File: config.mk
export PLATFORM = sky130hd
export DESIGN_NAME = mv_layer_sequencer
export DESIGN_NICKNAME = d
export VERILOG_FILES = /design/src/rtl/mv_ctrl_pkg.sv /design/src/rtl/mv_layer_sequencer_y_clear_gen.sv /design/src/rtl/mv_layer_sequencer.sv
export SDC_FILE = /design/constraint.sdc
export NUM_CORES = 1
export LEC_CHECK = 0
export CAP_MARGIN = 30
export CELL_PAD_IN_SITES_DETAIL_PLACEMENT = 1
export CELL_PAD_IN_SITES_GLOBAL_PLACEMENT = 1
export CORE_MARGIN = 4
export CORE_UTILIZATION = 32
export DETAILED_ROUTE_END_ITERATION = 8
export PLACE_DENSITY_LB_ADDON = 0.1
export SETUP_SLACK_MARGIN = 0.5
export SLEW_MARGIN = 20
export SYNTH_ARGS = -nofsm -noshare
export SYNTH_HDL_FRONTEND = slang
export SYNTH_HIERARCHICAL = 1
export SYNTH_SLANG_ARGS = --single-unit
export TNS_END_PERCENT = 10
File: constraint.sdc
create_clock -name clk -period 6.2 [get_ports clk]
set_input_delay 1.24 -clock clk [delete_from_list [all_inputs] [get_ports clk]]
set_output_delay 1.24 -clock clk [all_outputs]
set_load 0.01 [all_outputs]
File: src/rtl/mv_ctrl_pkg.sv
// Shared definitions for the multi-layer MV sequencer: FSM states,
// pl_status bit layout and ps_control bit indices.
package mv_ctrl_pkg;

  typedef enum logic [2:0] {
    ST_IDLE    = 3'd0,
    ST_CLEAR   = 3'd1,
    ST_RUN     = 3'd2,
    ST_RELEASE = 3'd3,
    ST_NEXT    = 3'd4,
    ST_DONE    = 3'd5,
    ST_ERROR   = 3'd6
  } seq_state_e;

  // pl_status layout
  localparam int DONE_BIT  = 0;
  localparam int BUSY_BIT  = 1;
  localparam int TMO_BIT   = 2;
  localparam int ABORT_BIT = 3;
  localparam int LCNT_LSB  = 8;
  localparam int LCNT_W    = 8;

  // ps_control layout
  localparam int GO_BIT        = 0;
  localparam int ABORT_REQ_BIT = 1;

  // The sequencer is busy whenever it owns the engine or the y BRAMs.
  function automatic logic is_busy(input seq_state_e s);
    return !(s inside {ST_IDLE, ST_DONE, ST_ERROR});
  endfunction

endpackage

File: src/rtl/mv_layer_sequencer_y_clear_gen.sv
// Walks the y accumulator bank once, one 32-bit word per cycle, writing
// zeros. A start pulse launches a burst; last flags the final word.
module y_clear_gen #(
  parameter int DEPTH  = 64,
  parameter int ADDR_W = 12
) (
  input  logic              clk,
  input  logic              reset,
  input  logic              start,
  output logic [ADDR_W-1:0] addr,
  output logic [3:0]        we,
  output logic              last
);

  localparam int CNT_W = (DEPTH > 1) ? $clog2(DEPTH) : 1;
  localparam logic [CNT_W-1:0] CNT_LAST = CNT_W'(DEPTH - 1);

  logic [CNT_W-1:0] cnt_q;
  logic             active_q;

  // Word counter: restarts on start, stops itself after the last word.
  always_ff @(posedge clk) begin
    if (reset) begin
      cnt_q    <= '0;
      active_q <= 1'b0;
    end else if (start) begin
      cnt_q    <= '0;
      active_q <= 1'b1;
    end else if (active_q) begin
      if (cnt_q == CNT_LAST) begin
        cnt_q    <= '0;
        active_q <= 1'b0;
      end else begin
        cnt_q <= cnt_q + 1'b1;
      end
    end
  end

  // Byte address of the current word; counter returns to 0 when idle.
  assign addr = ADDR_W'({cnt_q, 2'b00});
  assign we   = {4{active_q}};
  assign last = active_q && (cnt_q == CNT_LAST);

endmodule

File: src/rtl/mv_layer_sequencer.sv
// Runs N back-to-back matrix-vector passes on the MV engine: clears the
// y bank, hands the engine a level start, waits for its done/release
// handshake and flips the ping-pong bank between layers. Abort is only
// honoured between layers since the engine cannot be stopped mid-pass.
//
// state   | meaning
// --------+----------------------------------------------------------
// IDLE    | waiting for go; latches layer count on go
// CLEAR   | zeroing the y bank, one word per cycle
// RUN     | eng_start high, watchdog counting
// RELEASE | eng_start low, waiting for engine to drop done
// NEXT    | one cycle: bump layer count, flip bank, pick next state
// DONE    | sequence complete, held until go drops
// ERROR   | watchdog expired, held until go drops
module mv_layer_sequencer
  import mv_ctrl_pkg::*;
#(
  parameter int addr_y_size = 12,
  parameter int length_M    = 128,
  parameter int P           = 2,
  parameter int LAYER_W     = 8,
  parameter int TIMEOUT_W   = 20
) (
  input  logic                   clk,
  input  logic                   reset,
  input  logic [31:0]            ps_control,
  input  logic [31:0]            ps_config,
  output logic [31:0]            pl_status,
  output logic                   eng_start,
  input  logic                   eng_done,
  output logic                   bank_sel,
  output logic                   clr_active,
  output logic [addr_y_size-1:0] clr_addr,
  output logic [3:0]             clr_we,
  output logic [31:0]            clr_wrdata
);

  localparam int DEPTH = length_M / P;
  localparam logic [TIMEOUT_W-1:0] WDOG_MAX = '1;

  seq_state_e         state_q;
  logic [LAYER_W-1:0] num_layers_q;
  logic [LAYER_W-1:0] layer_cnt_q;
  logic [TIMEOUT_W-1:0] wdog_q;
  logic               bank_q;
  logic               abort_q;
  logic               aborted_q;

  logic               go;
  logic               abort_req;
  logic [LAYER_W-1:0] cfg_layers;
  logic [LAYER_W-1:0] layer_cnt_inc;
  logic               seq_finish;
  logic               clr_start;
  logic               clr_last;
  logic               unused_ok;

  assign go            = ps_control[GO_BIT];
  assign abort_req     = ps_control[ABORT_REQ_BIT];
  assign cfg_layers    = ps_config[LAYER_W-1:0];
  assign unused_ok     = ^{ps_control[31:2], ps_config[31:LAYER_W]};

  // layer_cnt_q < num_layers_q whenever NEXT is reached, so this never wraps.
  assign layer_cnt_inc = layer_cnt_q + 1'b1;
  assign seq_finish    = (layer_cnt_inc == num_layers_q) || abort_q;

  // Kick the clear generator on every transition into CLEAR.
  assign clr_start = ((state_q == ST_IDLE) && go && (cfg_layers != '0)) ||
                     ((state_q == ST_NEXT) && !seq_finish);

  y_clear_gen #(
    .DEPTH  (DEPTH),
    .ADDR_W (addr_y_size)
  ) u_y_clear_gen (
    .clk   (clk),
    .reset (reset),
    .start (clr_start),
    .addr  (clr_addr),
    .we    (clr_we),
    .last  (clr_last)
  );

  // Sequencer FSM with layer counter, bank toggle, watchdog and abort latch.
  always_ff @(posedge clk) begin
    if (reset) begin
      state_q      <= ST_IDLE;
      num_layers_q <= '0;
      layer_cnt_q  <= '0;
      wdog_q       <= '0;
      bank_q       <= 1'b0;
      abort_q      <= 1'b0;
      aborted_q    <= 1'b0;
    end else begin
      // Latched in any active state; NEXT reads the pre-update value, so an
      // abort landing in NEXT itself waits for the following layer boundary.
      if (abort_req && (state_q != ST_IDLE) && (state_q != ST_DONE)) begin
        abort_q <= 1'b1;
      end

      case (state_q)
        ST_IDLE: begin
          if (go) begin
            num_layers_q <= cfg_layers;
            layer_cnt_q  <= '0;
            bank_q       <= 1'b0;
            abort_q      <= 1'b0;
            aborted_q    <= 1'b0;
            state_q      <= (cfg_layers != '0) ? ST_CLEAR : ST_DONE;
          end
        end

        ST_CLEAR: begin
          if (clr_last) begin
            wdog_q  <= '0;
            state_q <= ST_RUN;
          end
        end

        ST_RUN: begin
          // done wins over a coincident timeout
          if (eng_done) begin
            state_q <= ST_RELEASE;
          end else if (wdog_q == WDOG_MAX) begin
            state_q <= ST_ERROR;
          end else begin
            wdog_q <= wdog_q + 1'b1;
          end
        end

        ST_RELEASE: begin
          if (!eng_done) begin
            state_q <= ST_NEXT;
          end
        end

        ST_NEXT: begin
          layer_cnt_q <= layer_cnt_inc;
          bank_q      <= ~bank_q;
          if (seq_finish) begin
            aborted_q <= abort_q;
            state_q   <= ST_DONE;
          end else begin
            state_q   <= ST_CLEAR;
          end
        end

        ST_DONE: begin
          if (!go) begin
            state_q <= ST_IDLE;
          end
        end

        ST_ERROR: begin
          if (!go) begin
            state_q <= ST_IDLE;
          end
        end

        default: begin
          state_q <= ST_IDLE;
        end
      endcase
    end
  end

  assign eng_start  = (state_q == ST_RUN);
  assign bank_sel   = bank_q;
  assign clr_active = (state_q == ST_CLEAR);
  assign clr_wrdata = '0;

  // Status is a pure decode of registers. The result fields are kept in
  // their registers until the next go, but read as zero once back in IDLE
  // so software sees a clean status after releasing go.
  always_comb begin
    pl_status                      = '0;
    pl_status[DONE_BIT]            = (state_q == ST_DONE);
    pl_status[BUSY_BIT]            = is_busy(state_q);
    pl_status[TMO_BIT]             = (state_q == ST_ERROR);
    pl_status[ABORT_BIT]           = aborted_q && (state_q != ST_IDLE);
    pl_status[LCNT_LSB +: LCNT_W]  = (state_q == ST_IDLE) ? '0 : LCNT_W'(layer_cnt_q);
  end

endmodule
==> impl_results.md, run 1 <==
- Register area share after synthesis: 29.8%
- I/O Pins: 150
- # DRC: 0
- Synthesized area: about 3300 µm²
- Post-synth EDFFs: 0
- Standard-cell rows: 36
- Iter 0 DRT Violations: 73
- Largest net degree at the start of global routing: 29
- Status: complete, no violations
- MaxCap Viol Count: 0
- Post-Route Setup TNS: 0 ps
- Final nets: roughly 510
- Syn avg cell area: around 8.0 µm²
- Most common cell after layout, fill and taps aside: conb_1
- N_diodes: 0
- Final wirelength: around 7.8 mm
- R2r setup slk: 3320 ps
- Skew-Pair Late Insertion Delay: between 300 and 400 ps
- Worst slew margin: approximately 45%
- Via density per instance: about 4.7
- Worst setup EP type: output port
- Tightest Hold Check Type: flop to flop
- Core Area: approximately 9900 µm²
- Vias post-DR: between 2000 and 3000
- Worst Tran Pin Value: approximately 820 ps
- Vias in the first global route: roughly 2700
- FF-to-FF path depth: 9
- Top_reg_cell synth: dfxtp_1
- Post-CTS Setup Bufs: 0
- Kind of critical path: flop to output port
- Fmax: between 200 and 300 MHz
- Multi-input logic area: a little under 2000 µm²
- HP Start: num_layers_q[0]
- Worst-path clk slew: 100 ps
- Placed insts: between 500 and 600
- Clock sink count: between 40 and 50
- Hold Vio Cnt, Final: 0
- Post-DP HPWL: 5.94 mm
- Maximum VDD drop: 0.133 mV
- Pwr dens: 244 nW/µm²
- Routability Congestion: around 0.78
- DIE AREA: roughly 12000 µm²
- Layout Cells excl Fill: between 500 and 600
- Initial Util: 33.3%
- Initial antenna violation count: 0
- Routed Antenna Nets: 0
- Worst r2r src: layer_cnt_q[0]
- Global-route wire length before repair: approximately 13 mm
- Port bufs: 37
- WL/cell: roughly 14 µm
- Total CTS buffers: 5
- Leakage power: ~1.3 nW
- Die width: 110 µm
- Register area: 981 µm²
- Endpoints failing setup: 0
- Synth warn: 6
- Fraction of layout instances using a drive strength above 1: roughly 5.5%
- Crit path DAT: roughly 2400 ps
- Tot Pwr: slightly below 0.0009 W
- Yosys cell types: 60
- Register bit total from synthesis: roughly 50
- P&R area growth vs syn: 10.6%
- Critical path data required time: between 4000 and 5000 ps
- Post-Syn Instances: between 400 and 500
- GRT Residual Overflow: 0
- Crit path max fanout: 18
- H-Tree Level Count: 2
- Clk buf depth: 2
- Post-CTS Resized: 0
- FFs w/ async S/R, synth: 0%
- CP Launch Type: flop
- Most frequent cells in the layout: conb_1, dfxtp_1, nor2_1, clkdlybuf4s50_1, nand2_1
- Tmin final: 3640 ps
- First-pass DRT Iterations: 4
- Layout fillers: between 1000 and 1500
- CTS tree: yes
- Die Y: ~110 µm
- Clk root buf: clkbuf_8
- Unrepaired setup endpoints after global routing: false
- Clk_skew: between 7 and 8 ps
- Fin worst setup slack: around 2600 ps
- CTS Hold Buffers Added: 0
- DP Worst Slack: around 2800 ps
- Total Routing Usage GR: ~14%
- Max-slew violations: 0
- Hold Crit Depth: 2
- CP Launch Point: state_q[2]
- Crit share post-route: approximately three fifths
==> kinds of logic (layout without fill, tap and decap cells) <==
kind of cell    Yosys count  in the layout  synth area share [%]
xor+xnor                 26             26                  6.91
other cells               2             58                 0.228
flops                    49             49                  29.8
fa+ha+maj                 3              3                  1.14
simple gates            161            161                  25.7
buf+inv                  89             57                  17.9
compound gates           76             76                  16.5
mux                       6              6                  1.82
==> routing by layer <==
metal | wire length, µm | track usage (%) | vias up | part of all wire (%)
met5 | 0 | 0 | - | 0
met4 | 82 | 3.74 | 0 | 1.0
met3 | 355 | 2.23 | 7 | 4.5
met2 | 3690 | 23.1 | 58 | 47
met1 | 3700 | 18.2 | 1259 | 47
li1 | - | - | 1340 | -
==> sequential cells by signal (all words and copies together), names as in the netlist <==
signal / count
num_layers_q: 8
abort_q: 1
layer_cnt_q: 8
u_y_clear_gen/active_q: 1
aborted_q: 1
u_y_clear_gen/cnt_q: 6
state_q: 3
bank_sel: 1
wdog_q: 20
==> per-stage QoR <==
| stage | instance area [µm²] | utilization, % | hold WS (ps) |
|---|---|---|---|
| after floorplan | 3510 | - | 445 |
| after global placement | 3510 | 35.4 | 457 |
| after detailed placement | 3510 | 35.4 | 468 |
| after CTS | 3640 | 36.8 | 483 |
| after global routing | 3640 | 36.8 | 512 |
| final | 3640 | 36.8 | 478 |
==> worst max-delay path, stage by stage (launching register included) <==
cell	delay, ps
dfxtp_1	510
nor3_1	760
buf_4	290
nor2b_1	60
clkdlybuf4s50_1	470
==> layout make-up <==
class	count	area share (%)
Timing Repair Buffer	40	10.8
Clock inverter	3	1.79
Inverter	9	0.927
Tap cell	133	4.57
Multi-Input combinational cell	330	53.1
Sequential cell	49	26.9
Clock buffer	5	1.89
==> path summary, 6_finish.rpt <==
kind | to
worst min-delay path | num_layers_q[0]
worst min register to register | num_layers_q[0]
worst max-delay path | pl_status[15]
worst max register to register | u_y_clear_gen/cnt_q[5]
==> Yosys cell counts (all sizes together), types with 8 or more instances <==
cell / number / area share, %
nor2b: 13 / 2.5
nor2: 44 / 5.0
a2111oi: 8 / 3.4
dfxtp: 49 / 30
nand3: 15 / 2.4
o21ai: 12 / 1.8
inv: 9 / 1.0
clkbuf: 12 / 1.4
a21oi: 32 / 5.0
nand2: 35 / 4.0
nand2b: 8 / 1.5
nor3: 9 / 1.5
xnor2: 20 / 5.3
buf: 68 / 15
==> power breakdown <==
part	leakage, nW	total (W)	switching, W	internal, W
registers	0.397	0.000379	0.0000437	0.000335
clock network	0.0681	0.000277	0.000117	0.000160
logic	0.806	0.000235	0.000135	0.0000996
total	1.27	0.000891	0.000295	0.000595
No activity file was read; power rests on OpenSTA's default activity.
==> run 2, diff against run 1 <==
CORE_UTILIZATION = 30   (was 32)
clock period = 3.4 ns   (was 6.2 ns; I/O delays follow)
==> run 2 against run 1 <==
Compared with the run above: cell count increased by 1.8%; combinational power increased by 100%; worst hold slack got worse by 0.67 ps; critical path depth unchanged; largest cell class unchanged; non-clock buffer count increased by 4; via count increased by 0.86%.
==> impl_results.md, run 2 (synthesis results as in run 1) <==
- Routability Congestion: around 0.71
- CTS tree: yes
- Hold Crit Depth: 2
- Vias post-DR: around 2700
- Die Y: 113 µm
- Clk_skew: around 16 ps
- Tmin final: 2760 ps
- Worst path cell trace: nor3_1 > buf_4 > a21oi_1 > clkdlybuf4s50_1
- Total CTS buffers: 5
- Port bufs: 37
- Unrepaired setup endpoints after global routing: true
- Multi-input logic area: 1950 µm²
- Tot Pwr: 0.00157 W
- Crit share post-route: 81.3%
- Via density per instance: around 4.6
- Worst slew margin: between 50% and 60%
- H-Tree Level Count: 2
- Die width: ~110 µm
- Worst setup EP type: output port
- Largest net degree at the start of global routing: 25
- MaxCap Viol Count: 0
- Largest Register: wdog_q
- Critical Path Max Stage Delay: between 600 and 700 ps
- Vias in the first global route: ~2600
- Most common cell after layout, fill and taps aside: conb_1
- Most frequent cells in the layout: conb_1, dfxtp_1, nor2_1, clkdlybuf4s50_1, nand2_1
- Register area: roughly 980 µm²
- Clock sink count: 49
- DIE AREA: between 10000 and 15000 µm²
- Post-Route Setup TNS: 0 ps
- CP Launch Point: state_q[1]
- Max-slew violations: 0
- P&R area growth vs syn: 11.1%
- HP Start: num_layers_q[7]
- Skew-Pair Late Insertion Delay: about 310 ps
- Endpoints failing setup: 0
- Global-route wire length before repair: about 13 mm
- # DRC: 0
- Iter 0 DRT Violations: between 70 and 80
- Total Routing Usage GR: between 10% and 20%
- Fin worst setup slack: roughly 640 ps
- WL/cell: 13.8 µm
- Crit path max fanout: 16
- Initial Util: between 30% and 40%
- Clk root buf: clkbuf_8
- Worst r2r src: layer_cnt_q[0]
- Critical path data required time: 2720 ps
- Slowest cell on the critical path: dfxtp_1
- Final wirelength: 8.01 mm
- Tightest Hold Check Type: flop to flop
- Clk buf depth: 2
- GRT Residual Overflow: 0
- N_diodes: 0
- Standard-cell rows: 38
- Max reg flops: 20
- Status: complete, no violations
- First-pass DRT Iterations: 4
- CTS Hold Buffers Added: 0
- Leakage power: about 1.3 nW
- CP Launch Type: flop
- Initial antenna violation count: 0
- Routed Antenna Nets: 0
- Kind of critical path: flop to output port
- Maximum VDD drop: between 0.2 and 0.25 mV
- Post-DP HPWL: approximately 6.2 mm
- Worst-path clk slew: around 100 ps
- I/O Pins: 150
- DP Worst Slack: between 400 and 500 ps
- Layout fillers: 1325
- Pwr dens: 428 nW/µm²
- Worst Tran Pin Value: roughly 670 ps
- Fmax: about 360 MHz
- Top Registers: wdog_q (20), layer_cnt_q (8), num_layers_q (8)
- Fraction of layout instances using a drive strength above 1: around 6.8%
- Core Area: between 10000 and 15000 µm²
- Crit path DAT: approximately 2100 ps
- FF-to-FF path depth: 9
- Final nets: around 510
- Hold Vio Cnt, Final: 0
## run 2: per-layer routing
layer	up-vias	wire length (µm)	track usage, %
met3	7	324	2.14
met2	59	3610	20.2
met1	1270	4000	18.1
met4	0	73	3.13
met5	-	0	0
li1	1351	-	-
## run 2: critical path: cells and delay by family (launching register included)
kind	cells	cell delay, ps
compound gates	1	220
flops	1	660
buf+inv	2	780
simple gates	1	130
## run 2: layout make-up
type	count	share of cell area (%)
Timing Repair Buffer	44	11.5
Multi-Input combinational cell	330	53.1
Clock inverter	2	0.956
Sequential cell	49	26.8
Inverter	9	0.922
Clock buffer	5	1.88
Tap cell	140	4.78
## run 2: worst paths after layout
path	endpoint	slack, ps
min reg2reg	num_layers_q[7]	480
min	num_layers_q[7]	480
max	pl_status[1]	640
max reg2reg	u_y_clear_gen/cnt_q[5]	720
## run 2: power by group
part | switching, W | leakage (nW) | total (W) | internal, W
Combinational | 0.000270 | 0.826 | 0.000469 | 0.000199
Sequential | 0.0000695 | 0.397 | 0.000682 | 0.000613
Clock | 0.000204 | 0.0540 | 0.000419 | 0.000214
Total | 0.000543 | 1.28 | 0.00157 | 0.00103
## run 2: what timing repair did
action,in CTS,in global routing
cloned,0,0
resized for setup,1,2
setup endpoints to repair,3,5
setup buffers,0,0
## run 2: through the flow
step	std cells	hold WS, ps	cell area, µm²	utilization (%)
after floorplan	468	445	3510	-
after global placement	572	458	3550	32.9
after detailed placement	572	468	3550	32.9
after CTS	579	482	3660	33.9
after global routing	579	522	3660	33.9
final	579	478	3660	33.9
==> run 3, diff against run 2 <==
CORE_UTILIZATION = 27   (was 30)
clock period = 2.4 ns   (was 3.4 ns; I/O delays follow)
==> run 3 against run 2 <==
Compared with the run above: setup slack worse by 320 ps; critical path depth stayed put; cell count up 9.0%; die area increased by 10%; core utilization is 2.3 points higher; global-route usage shrank 0.23 points; critical path type unchanged; highest routed layer unchanged.
==> impl_results.md, run 3 (synthesis results as in run 1) <==
- Unrepaired setup endpoints after global routing: true
- Skew-Pair Late Insertion Delay: 300 ps
- Initial antenna violation count: 0
- Initial Util: about 28%
- CP top delay family: buffers and inverters
- Flop pwr share: a little over a third
- Standard-cell rows: 40
- HP Start: num_layers_q[0]
- Slowest cell on the critical path: clkdlybuf4s50_1
- Clk root buf: clkbuf_16
- Vias in the first global route: around 2800
- P&R area growth vs syn: 31.5%
- Leakage power: 1.65 nW
- WL/cell: about 14 µm
- Crit path max fanout: 4
- Critical path data required time: 1920 ps
- Port bufs: 37
- CTS Hold Buffers Added: 0
- Status: complete, no violations
- Layout fillers: ~1500
- Total CTS buffers: 5
- CTS tree: yes
- Global-route wire length before repair: between 10 and 15 mm
- N_diodes: 0
- CP Launch Type: flop
- Internal power: between 0.0015 and 0.002 W
- Maximum VDD drop: 0.227 mV
- Crit share post-route: between 80% and 90%
- Top Registers: wdog_q (20), layer_cnt_q (8), num_layers_q (8)
- CP Launch Point: state_q[0]
- MaxCap Viol Count: 0
- Max-slew violations: 0
- Buf/Inv on CP: 2
- H-Tree Level Count: 2
- Fmax: roughly 480 MHz
- Hold Vio Cnt, Final: 0
- Most frequent cells in the layout: conb_1, buf_4, nor2_1, dfxtp_1, nand2_1
- Routed Antenna Nets: 0
- Endpoints failing setup: 0
- Vias post-DR: about 2900
- GRT Residual Overflow: 0
- Hold Crit Depth: 2
- Die width: between 100 and 150 µm
- P_sw: just under 0.0009 W
- Most common cell after layout, fill and taps aside: conb_1
- Final wirelength: a little under 9 mm
- DIE AREA: 14000 µm²
- Largest Register: wdog_q
- Clk_skew: roughly 12 ps
- Die Y: 119 µm
- Max reg flops: 20
- Crit path DAT: 1610 ps
- RR Endpoint: u_y_clear_gen/cnt_q[5]
- Tmin final: 2090 ps
- Total Routing Usage GR: 12.5%
- Clock sink count: 49
- Worst setup EP type: output port
- Sw Ratio: 33.4%
- Core Area: between 10000 and 15000 µm²
- Final nets: about 550
- Largest net degree at the start of global routing: 21
- Logic pwr share: between 30% and 40%
- WHS Endpoint: num_layers_q[0]
- Fraction of layout instances using a drive strength above 1: about 22%
- Clk buf depth: 2
- FF-to-FF path depth: 9
- Post-Route Setup TNS: 0 ps
- Pwr dens: between 600 and 700 nW/µm²
- I/O Pins: 150
- Worst r2r src: layer_cnt_q[0]
- Critical Path Max Stage Delay: about 470 ps
- Routability Congestion: between 0.7 and 0.8
- Kind of critical path: flop to output port
- Fin Hold WS: roughly 470 ps
- Iter 0 DRT Violations: 71
- Worst path cell trace: nor3_4 > buf_6 > nor2_1 > clkdlybuf4s50_1
- First-pass DRT Iterations: 4
- Post-DP HPWL: 6.38 mm
- R2r setup slk: 370 ps
- # DRC: 0
- Via density per instance: around 4.5
- Tightest Hold Check Type: flop to flop
- Worst-path clk slew: around 70 ps
- Clock power frac: between 20% and 30%
run 3: cell type report:
type	count	area, µm²	share of cell area (%)
sequential	49	1010	23.4
timing repair buffer	88	801	18.5
tap	147	184	4.24
clock buffer	8	146	3.38
inverter	9	33.8	0.779
multi-input combinational	330	2160	49.8
run 3: power by group through the flow:
stage	Sequential [W]	Clock, W	Combinational (W)
after detailed placement	0.000976	0	0.000747
after global routing	0.000964	0.000812	0.00103
after floorplan	0.000942	0	0.000552
after CTS	0.000953	0.000781	0.000888
after global placement	0.000972	0	0.000740
final	0.000952	0.000734	0.000936
run 3: how the worst max path moves through the flow:
stage / end / slack (ps) / depth (start not counted)
final: pl_status[13] / 310 / 4
after global routing: pl_status[13] / 240 / 4
after CTS: state_q[2] / 260 / 8
after detailed placement: state_q[2] / -230 / 8
after global placement: state_q[2] / -100 / 8
after floorplan: u_y_clear_gen/cnt_q[5] / 450 / 9
run 3: metal layers:
metal	vias to the layer above	track usage, %	wire, µm
met5	-	0	0
met4	0	4.56	129
met3	7	2.30	307
met2	44	22.8	4660
met1	1378	14.5	3800
li1	1442	-	-
run 3: tightest hold or removal path, cell delays in order, from the launching register on:
cell and delay (ps):
dfxtp_1 320, nand2_1 60, a21oi_1 50
run 3: timing repair:
item | CTS | global route
resized for setup | 26 | 28
endpoints found under the setup margin | 38 | 49
setup buffers | 9 | 11
pin swaps | 5 | 28
cloned | 1 | 0
run 3: stage by stage:
stage               worst slack, ps  util, %  power [W]  cell area (µm²)  std cells
finish                          313     36.2    0.00262             4340        631
global route                    241     36.2    0.00281             4340        631
CTS                             257     34.2    0.00262             4090        620
detailed placement             -233     31.9    0.00172             3810        602
global placement               -105     31.9    0.00171             3810        602
floorplan                       454        -    0.00149             3590        468
